<file path="config.mk">
export PLATFORM = sky130hd
export DESIGN_NAME = alu_seq
export DESIGN_NICKNAME = d
export VERILOG_FILES = /design/src/rtl/alu_seq.sv
export SDC_FILE = /design/constraint.sdc
export NUM_CORES = 1
export LEC_CHECK = 0
export ABC_AREA = 1
export CORE_UTILIZATION = 60
export CTS_BUF_LIST = sky130_fd_sc_hd__clkbuf_2
export CTS_CLUSTER_SIZE = 28
export DETAILED_ROUTE_END_ITERATION = 8
export PLACE_DENSITY = 0.79
export SETUP_SLACK_MARGIN = 0.5
export SLEW_MARGIN = 20
export SYNTH_ARGS = -nofsm -noshare
export SYNTH_HDL_FRONTEND = slang
export SYNTH_SLANG_ARGS = --single-unit
</file>
<file path="constraint.sdc">
create_clock -name clk -period 4.4 [get_ports clk]
set_input_delay 0.44 -clock clk [delete_from_list [all_inputs] [get_ports clk]]
set_output_delay 0.44 -clock clk [all_outputs]
set_load 0.01 [all_outputs]
</file>
<file path="src/rtl/alu_seq.sv">
// Registered ALU with valid/ready handshakes on both sides and an iterative
// shift-add multiplier that holds off new operations while it runs.
module alu_seq #(
  parameter int WIDTH  = 16,
  parameter int SHW    = $clog2(WIDTH),
  parameter bit MUL_EN = 1'b1
) (
  input  logic             clk,
  input  logic             rst_n,
  input  logic             in_valid,
  output logic             in_ready,
  input  logic [3:0]       op,
  input  logic [WIDTH-1:0] A,
  input  logic [WIDTH-1:0] B,
  output logic             out_valid,
  input  logic             out_ready,
  output logic [WIDTH-1:0] out,
  output logic             ovfl,
  output logic             zero,
  output logic             busy
);

  localparam logic [3:0] OP_ADD    = 4'b0000;
  localparam logic [3:0] OP_SUB    = 4'b0001;
  localparam logic [3:0] OP_RED    = 4'b0010;
  localparam logic [3:0] OP_XOR    = 4'b0011;
  localparam logic [3:0] OP_SLL    = 4'b0100;
  localparam logic [3:0] OP_SRA    = 4'b0101;
  localparam logic [3:0] OP_ROR    = 4'b0110;
  localparam logic [3:0] OP_PADDSB = 4'b0111;
  localparam logic [3:0] OP_MUL    = 4'b1000;
  localparam logic [3:0] OP_MEM1   = 4'b1001;
  localparam logic [3:0] OP_MEM2   = 4'b1010;
  localparam logic [3:0] OP_MEM3   = 4'b1011;

  localparam logic [WIDTH-1:0] SAT_POS = {1'b0, {(WIDTH-1){1'b1}}};
  localparam logic [WIDTH-1:0] SAT_NEG = {1'b1, {(WIDTH-1){1'b0}}};

  typedef enum logic [1:0] {
    S_IDLE = 2'd0,
    S_MUL  = 2'd1,
    S_DONE = 2'd2
  } state_t;

  state_t               r_state;
  state_t               w_next;

  logic [2*WIDTH-1:0]   r_mcand;
  logic [2*WIDTH-1:0]   r_acc;
  logic [WIDTH-1:0]     r_mplier;
  logic [SHW-1:0]       r_cnt;

  logic [WIDTH-1:0]     r_out;
  logic                 r_ovfl;
  logic                 r_zero;
  logic                 r_out_valid;

  logic                 w_accept;
  logic                 w_is_mul;
  logic                 w_start_mul;
  logic                 w_load_alu;
  logic                 w_load_mul;
  logic                 w_mul_last;

  logic [SHW-1:0]       w_sh;
  logic [WIDTH-1:0]     w_sum;
  logic [WIDTH-1:0]     w_diff;
  logic                 w_add_ovf;
  logic                 w_sub_ovf;
  logic [WIDTH-1:0]     w_red;
  logic [WIDTH-1:0]     w_padd;
  logic [WIDTH-1:0]     w_ror;
  logic [WIDTH-1:0]     w_res;
  logic                 w_res_ovfl;
  logic [WIDTH-1:0]     w_mul_lo;
  logic                 w_mul_hi_nz;

  // ---------------------------------------------------------------------------
  // Handshake decode
  // ---------------------------------------------------------------------------
  assign w_accept    = in_valid && in_ready;
  assign w_is_mul    = MUL_EN && (op == OP_MUL);
  assign w_start_mul = w_accept && w_is_mul;
  assign w_load_alu  = w_accept && !w_is_mul;
  assign w_load_mul  = (r_state == S_DONE);
  assign w_mul_last  = (r_state == S_MUL) && (r_cnt == SHW'(WIDTH-1));

  // ---------------------------------------------------------------------------
  // FSM: state register
  // ---------------------------------------------------------------------------
  // NOTE: sequential state uses non-blocking assignments so every register
  // samples the pre-edge values of the others, independent of block order.
  always_ff @(posedge clk or negedge rst_n) begin
    if (!rst_n) begin
      r_state <= S_IDLE;
    end else begin
      r_state <= w_next;
    end
  end

  // FSM: next-state logic
  always_comb begin
    w_next = r_state;
    case (r_state)
      S_IDLE:  if (w_start_mul) w_next = S_MUL;
      S_MUL:   if (w_mul_last)  w_next = S_DONE;
      S_DONE:  w_next = S_IDLE;
      default: w_next = S_IDLE;
    endcase
  end

  // FSM: outputs. The output slot is guaranteed empty on the DONE cycle
  // because a MUL is only accepted once the slot clears.
  always_comb begin
    in_ready = (r_state == S_IDLE) && (!r_out_valid || out_ready);
    busy     = (r_state != S_IDLE);
  end

  // ---------------------------------------------------------------------------
  // Shift-add multiplier datapath
  // ---------------------------------------------------------------------------
  always_ff @(posedge clk or negedge rst_n) begin
    if (!rst_n) begin
      r_mcand  <= '0;
      r_acc    <= '0;
      r_mplier <= '0;
      r_cnt    <= '0;
    end else if (w_start_mul) begin
      r_mcand  <= {{WIDTH{1'b0}}, A};
      r_acc    <= '0;
      r_mplier <= B;
      r_cnt    <= '0;
    end else if (r_state == S_MUL) begin
      if (r_mplier[0]) begin
        r_acc <= r_acc + r_mcand;
      end
      r_mcand  <= r_mcand << 1;
      r_mplier <= r_mplier >> 1;
      r_cnt    <= r_cnt + 1'b1;
    end
  end

  assign w_mul_lo    = r_acc[WIDTH-1:0];
  assign w_mul_hi_nz = |r_acc[2*WIDTH-1:WIDTH];

  // ---------------------------------------------------------------------------
  // Single-cycle operation datapath
  // ---------------------------------------------------------------------------
  assign w_sh   = B[SHW-1:0];
  assign w_sum  = A + B;
  assign w_diff = A - B;

  // Signed overflow: operands agree in sign (ADD) or differ (SUB) and the
  // result sign departs from A; saturation direction follows A's sign.
  assign w_add_ovf = (A[WIDTH-1] == B[WIDTH-1]) && (w_sum[WIDTH-1]  != A[WIDTH-1]);
  assign w_sub_ovf = (A[WIDTH-1] != B[WIDTH-1]) && (w_diff[WIDTH-1] != A[WIDTH-1]);

  assign w_ror = (A >> w_sh) | (A << (WIDTH - int'(w_sh)));

  always_comb begin
    w_red = '0;
    for (int i = 0; i < WIDTH/8; i++) begin
      w_red = w_red + WIDTH'($signed(A[8*i +: 8])) + WIDTH'($signed(B[8*i +: 8]));
    end
  end

  always_comb begin : p_padd
    logic [4:0] v_lane;
    v_lane = '0;
    w_padd = '0;
    for (int i = 0; i < WIDTH/4; i++) begin
      v_lane = {A[4*i+3], A[4*i +: 4]} + {B[4*i+3], B[4*i +: 4]};
      if (v_lane[4] != v_lane[3]) begin
        w_padd[4*i +: 4] = v_lane[4] ? 4'h8 : 4'h7;
      end else begin
        w_padd[4*i +: 4] = v_lane[3:0];
      end
    end
  end

  // NOTE: defaults ahead of the case keep every path assigned, so no latch
  // is inferred for opcodes that leave a signal untouched.
  always_comb begin
    w_res      = '0;
    w_res_ovfl = 1'b0;
    case (op)
      OP_ADD: begin
        w_res      = w_add_ovf ? (A[WIDTH-1] ? SAT_NEG : SAT_POS) : w_sum;
        w_res_ovfl = w_add_ovf;
      end
      OP_SUB: begin
        w_res      = w_sub_ovf ? (A[WIDTH-1] ? SAT_NEG : SAT_POS) : w_diff;
        w_res_ovfl = w_sub_ovf;
      end
      OP_RED:    w_res = w_red;
      OP_XOR:    w_res = A ^ B;
      OP_SLL:    w_res = A << w_sh;
      OP_SRA:    w_res = $signed(A) >>> w_sh;
      OP_ROR:    w_res = w_ror;
      OP_PADDSB: w_res = w_padd;
      OP_MUL, OP_MEM1, OP_MEM2, OP_MEM3: w_res = A + (B << 1);
      default:   w_res = w_sum;
    endcase
  end

  // ---------------------------------------------------------------------------
  // Output register: loads from the ALU on accept or from the multiplier on
  // DONE, otherwise holds until the consumer takes it.
  // ---------------------------------------------------------------------------
  always_ff @(posedge clk or negedge rst_n) begin
    if (!rst_n) begin
      r_out       <= '0;
      r_ovfl      <= 1'b0;
      r_zero      <= 1'b0;
      r_out_valid <= 1'b0;
    end else if (w_load_alu) begin
      r_out       <= w_res;
      r_ovfl      <= w_res_ovfl;
      r_zero      <= (w_res == '0);
      r_out_valid <= 1'b1;
    end else if (w_load_mul) begin
      r_out       <= w_mul_lo;
      r_ovfl      <= w_mul_hi_nz;
      r_zero      <= (w_mul_lo == '0);
      r_out_valid <= 1'b1;
    end else if (out_ready) begin
      r_out_valid <= 1'b0;
    end
  end

  assign out       = r_out;
  assign ovfl      = r_ovfl;
  assign zero      = r_zero;
  assign out_valid = r_out_valid;

endmodule

</file>
Word-level counts from Yosys, hierarchy flattened
Cells that the tools add are included.
Cells by class
  reduce and logical (&&, ||, !) cells: 23
  muxes and demuxes: 34
  bitwise operators: 2
  shifts and indexed selects: 4
  eq/ne operators: 24
  add/subtract/negate cells: 13
Operators with widths (count)
  two-way mux 32 bit: 5
  case mux 16 bit (9 select lines): 1
  two-way mux 16 bit: 7
  two-way mux 4 bit: 10
  adder 16 bit: 2
  adder 32 bit: 1
  zero test 16 bit: 2
  << shifter 16 x 32 -> 16 bit: 1
  adder 4 x 4 -> 5 bit: 4
  equality test 4 bit, second input constant: 5
  equality test 4 x 3 -> 1 bit, second input constant: 4
  bitwise OR 16 bit: 1
  OR reduction 16 bit: 1
  << shifter 16 x 4 -> 16 bit: 1
  right shift 16 x 4 -> 16 bit: 1
  >>> shifter 16 x 4 -> 16 bit: 1
  subtractor 16 bit: 1
  XOR 16 bit: 1
  adder 10 x 8 -> 11 bit: 1
  adder 9 x 8 -> 10 bit: 1
  adder 8 x 8 -> 9 bit: 1
  equality test 4 x 2 -> 1 bit, second input constant: 2
  nonzero test 2 bit: 4
  logical AND 1 bit: 7
  19 further kinds: 35
Storage, ports and cells
  output and inout port bits: 21
  register bits after elaboration: 105
  bits of input ports: 40

Longest topological paths before layout
  word-level depth: 7
  gate-level depth with buffers: 34
  mapped depth without buffers: 31

Least setup slack after synthesis
No wires, ideal clock.
  path kind: input port to flip-flop
  start point: input B[3]
  end point: register r_zero, in the netlist zero
  data required time: 4.329 ns
  setup slack: 0.494 ns
  setup time: 0.071 ns
  data arrival time: 3.834 ns
  cell stages on the path: 30
  path through: clkbuf_1 -> inv_2 -> buf_1 -> ha_1 -> nand2_1 -> inv_1 -> nand2_1 -> nand2_1 -> nand2_1 -> nand2_1 -> a21o_1 -> a21oi_1 -> fa_1 -> nand3_1 -> inv_1 -> nor2_2 -> nand2_1 -> o21ai_0 -> inv_1 -> nor2_1 -> nand2_1 -> nor2_1 -> nand2_1 -> nand2_1 -> nand2_1 -> nor2_1 -> nand3_1 -> nor2_1 -> nor2_1 -> nor2_1
Between the ends
  cells in the longest elaborated chain, start to end: 7
  elaborated cells between the ends (all ways): 26
RTL lines
  start: declaration: RTL line 14  | input logic [WIDTH-1:0] B,
  parallel branches: the longest is 4 deep, another holds adder 10 x 8 -> 11 bit
  case mux 16 bit (9 select lines) (*): RTL line 186  | case (op)
  zero test 16 bit (*): RTL line 219  | r_zero <= (w_res == '0);
  two-way mux 1 bit (*): RTL line 216  | end else if (w_load_alu) begin
  end signal: assignment: RTL line 219
  end signal: assignment: RTL line 224  | r_zero <= (w_mul_lo == '0);
  end: declaration: RTL line 55  | logic r_zero;
Every way passes the cells marked *.
A chain may end at the register's enable or synchronous reset.

Final worst setup path
  start point: input A[10]
  end point: register r_out[7], in the netlist out[7]
Between the ends
  cells in the longest elaborated chain, start to end: 6
  elaborated cells between the ends (all ways): 17
RTL lines
  start: declaration: RTL line 13  | input logic [WIDTH-1:0] A,
  parallel branches: the longest is 4 deep, another holds adder 10 x 8 -> 11 bit
  case mux 16 bit (9 select lines) (*): RTL line 186
  two-way mux 16 bit (*): RTL line 216
  end signal: assignment: RTL line 217  | r_out <= w_res;
  end signal: assignment: RTL line 222  | r_out <= w_mul_lo;
  end: declaration: RTL line 53  | logic [WIDTH-1:0] r_out;
Marked as above.

==> impl_results.md <==
- Status: complete, no violations
- Final Setup Violations: 0
- RD Place Congestion: 1.09
- Syn nets: 2322
- Final nets: 2409
- Post-Route WL: 50.8 mm
- Peak VDD IR: 0.000531 V
- CP required: 4.94 ns
- Largest cells by area after synthesis: dfrtp_1 (20%), nand2_1 (20%), nand3_1 (9.9%), ha_1 (8.5%), inv_1 (7.5%)
- Pre-antenna DRT Iters: 8
- Post-Layout Cell Count: 2535
- Setup TNS: 0 ns
- Critical Path Sink Type: flop
- Warnings from Yosys: 0
- Internal Power: 2.79 mW
- Sequential fraction of the synthesis area: 20.0%
- Longest Clk Path Bufs: 2
- Largest net degree at the start of global routing: 69
- Layout fillers: 1919
- Routed via count: 15609
- Synthesis-to-layout area growth: 10.1%
- Final Cycle Share: 84.0%
- Worst rel slew slack: 31.5%
- CTS Buf Count: 9
- Comb pwr share: 63.3%
- Cell area power density: 403 nW/um^2
- CTS Sinks: 105
- DP Worst Slack: 0.0674 ns
- Clock skew: 0.0565 ns
- Post-DP HPWL: 41.0 mm
- Cells after Synth: 2168
- Placeable core area: 21200 um^2
- Top-count cell post-synth: nand2_1
- Site row count: 53
- Die area: 22500 um^2
- Starting DRT DRC Count: 1736
- Placed Cells: 2518
- Post-Syn Area per Cell: 6.06 um^2
- # IOs: 61
- RSZ-0062 raised after global routing: no
- Starting Density: 61.9%
- Port Buffers: 60
- Arr. time, crit path: 4.24 ns
- Share of layout cells above drive strength 1: 7.57%
- Worst hold path type: input port to flop
- WS Path Type: input port to flop
- Total congestion overflow: 0
- Vias in the first global route: 14497
- Die height: 150 um
- Final worst slack: 0.704 ns
- DRC viols: 0
- Psw: 3.04 mW
- Ys flop type: dfrtp_1
- First-pass GRT wire length: 78.9 mm
- DR vias/cell: 6.16
- Sequential share of power: 28.6%
- Top-area cell type share of the netlist area: 20.0%
- P_leak: 7.83 nW
- Worst Tran Pin Value: 1.02 ns
- Crit path max fanout: 5
- Critical path's slowest cell: fa_1
- Final min period: 3.70 ns
- Wire length per cell: 20.0 um
- Post-synth top cells: nand2_1 (688), inv_1 (261), nand3_1 (259)
- Sw Share: 52.1%
- Library cells used by synthesis: 49
- Synth Register Bits: 105
- Routed Antenna Nets: 0
- CP cell instances: clkdlybuf4s50_1 > buf_4 > inv_1 > fa_1 > fa_1 > inv_1 > fa_1 > nand3_1 > nand2_1 > a31oi_1 > nand2_1 > nand2_1 > nor2_1 > nor2_1 > nand3_1 > nor3_1 > o21ai_0
- Largest area contributor in the netlist: dfrtp_1
- Die X: 150 um
- Total of max-cap violations: 0
- Antenna Cells: 0
- CTS tree: done
- Fmax: 0.271 GHz
- Post-synth EDFFs: 0
- Worst setup SP type: input port
- Ys async rst share: 100%
- Clk_lat worst skew: 0.66 ns
- Synth Cell Area: 13100 um^2
- Root Driver: clkbuf_2
- Worst stage delay on the critical path: 0.52 ns
- Count of final hold-check violations: 0
- Reg clk slew, reported paths: 0.31 ns
- Fin util: 68.2%
- Initial antenna violation count: 1
- Slew Limit Fails: 0
- Clock share of power: 8.1%
- Htree depth: 3
- GRT Total Usage: 46.3%
==> kinds of logic (layout without fill, tap and decap cells) <==
family	count (synthesis)	in the layout	share of synthesized area, %
buffers and inverters	354	446	11.3
adder cells (fa/ha/maj)	114	114	12.3
AO/OA/AOI/OAI	343	343	15.1
flip-flops	105	105	20.0
AND/OR/NAND/NOR	1231	1231	39.9
XOR/XNOR	21	21	1.40
==> layout make-up <==
type                    instances  area [um^2]  area share, %
clock inverters                 7         71.3          0.493
clock buffers                   9         45.0          0.311
repair buffers                149         1270           8.81
well taps                     275          344           2.38
multi-input cells            1709         9040           62.5
flip-flops and latches        105         2630           18.2
inverters                     281         1060           7.36
==> through the flow <==
stage	hold slack (ns)	instance area [um^2]	power, mW
5_1_grt	0.317	14500	6.25
6_report	0.334	14500	5.82
3_5_place_dp	0.467	14300	5.23
2_1_floorplan	0.144	13100	4.03
3_3_place_gp	0.465	14300	5.11
4_1_cts	0.314	14500	5.70
==> power groups by stage <==
stage               clock network [mW]  logic, mW  registers [mW]
floorplan                            0       2.40            1.63
global placement                     0       3.45            1.66
detailed placement                   0       3.55            1.68
CTS                              0.469       3.57            1.66
global route                     0.505       4.03            1.71
finish                           0.472       3.68            1.67
==> layout by cell type (no fill, tap or decap), types with 7 or more instances in the layout <==
cell type,netlist,layout
o22ai_1,32,32
clkdlybuf4s50_1,0,57
nand4_1,24,24
inv_2,14,14
nand3_1,259,259
buf_4,13,89
a22oi_1,11,11
o221ai_1,8,8
nand3b_1,9,9
nand2_1,688,688
nor3_1,14,14
o21ai_1,20,20
a21o_1,9,9
dfrtp_1,105,105
inv_1,261,261
clkbuf_2,1,9
nor2_1,185,184
ha_1,89,89
a31oi_1,27,27
fa_1,25,25
xor2_1,15,15
and2_1,7,7
o21ai_0,99,99
a21oi_1,100,99
o211ai_1,9,9
nand2_2,23,23
==> path summary, 6_finish.rpt <==
path | slack [ns] | cells after the start | from | end
worst max-delay path | 0.70 | 17 | A[10] | out[7]
worst min-delay path | 0.33 | 2 | out_ready | out_valid
worst max register to register | 1.10 | 8 | out_valid | r_acc[0]
worst min register to register | 0.52 | 2 | out[6] | out[6]
max in group asynchronous | 3.01 | 3 | rst_n | r_acc[27]
min in group asynchronous | 0.40 | 2 | rst_n | r_acc[10]
==> worst max-delay path, delay by kind of cell <==
family	cells	cell delay (ns)
simple gates	8	1.09
compound gates	2	0.34
buf+inv	4	0.89
fa+ha+maj	3	1.48
==> layer usage <==
| metal | vias to the layer above | track usage, % | share of wire (%) |
|---|---|---|---|
| met5 | - | 0 | 0.016 |
| met4 | 2 | 30.9 | 7.5 |
| met3 | 236 | 11.2 | 12 |
| met2 | 973 | 68.2 | 41 |
| met1 | 7144 | 60.0 | 39 |
| li1 | 7254 | - | - |
==> repair_timing <==
action	CTS	global route
hold buffers	1	0
resized for setup	0	4
endpoints found under the setup margin	0	5
buffers inserted	0	0
hold endpoints to repair	67	0
==> registers in the layout, summed over array words and instances (netlist names) <==
name and flops:
r_state 2, r_acc 32, r_mplier 16, ovfl 1, out 16, zero 1, out_valid 1, r_mcand 32
r_cnt 4
No activity file was read; power rests on OpenSTA's default activity.
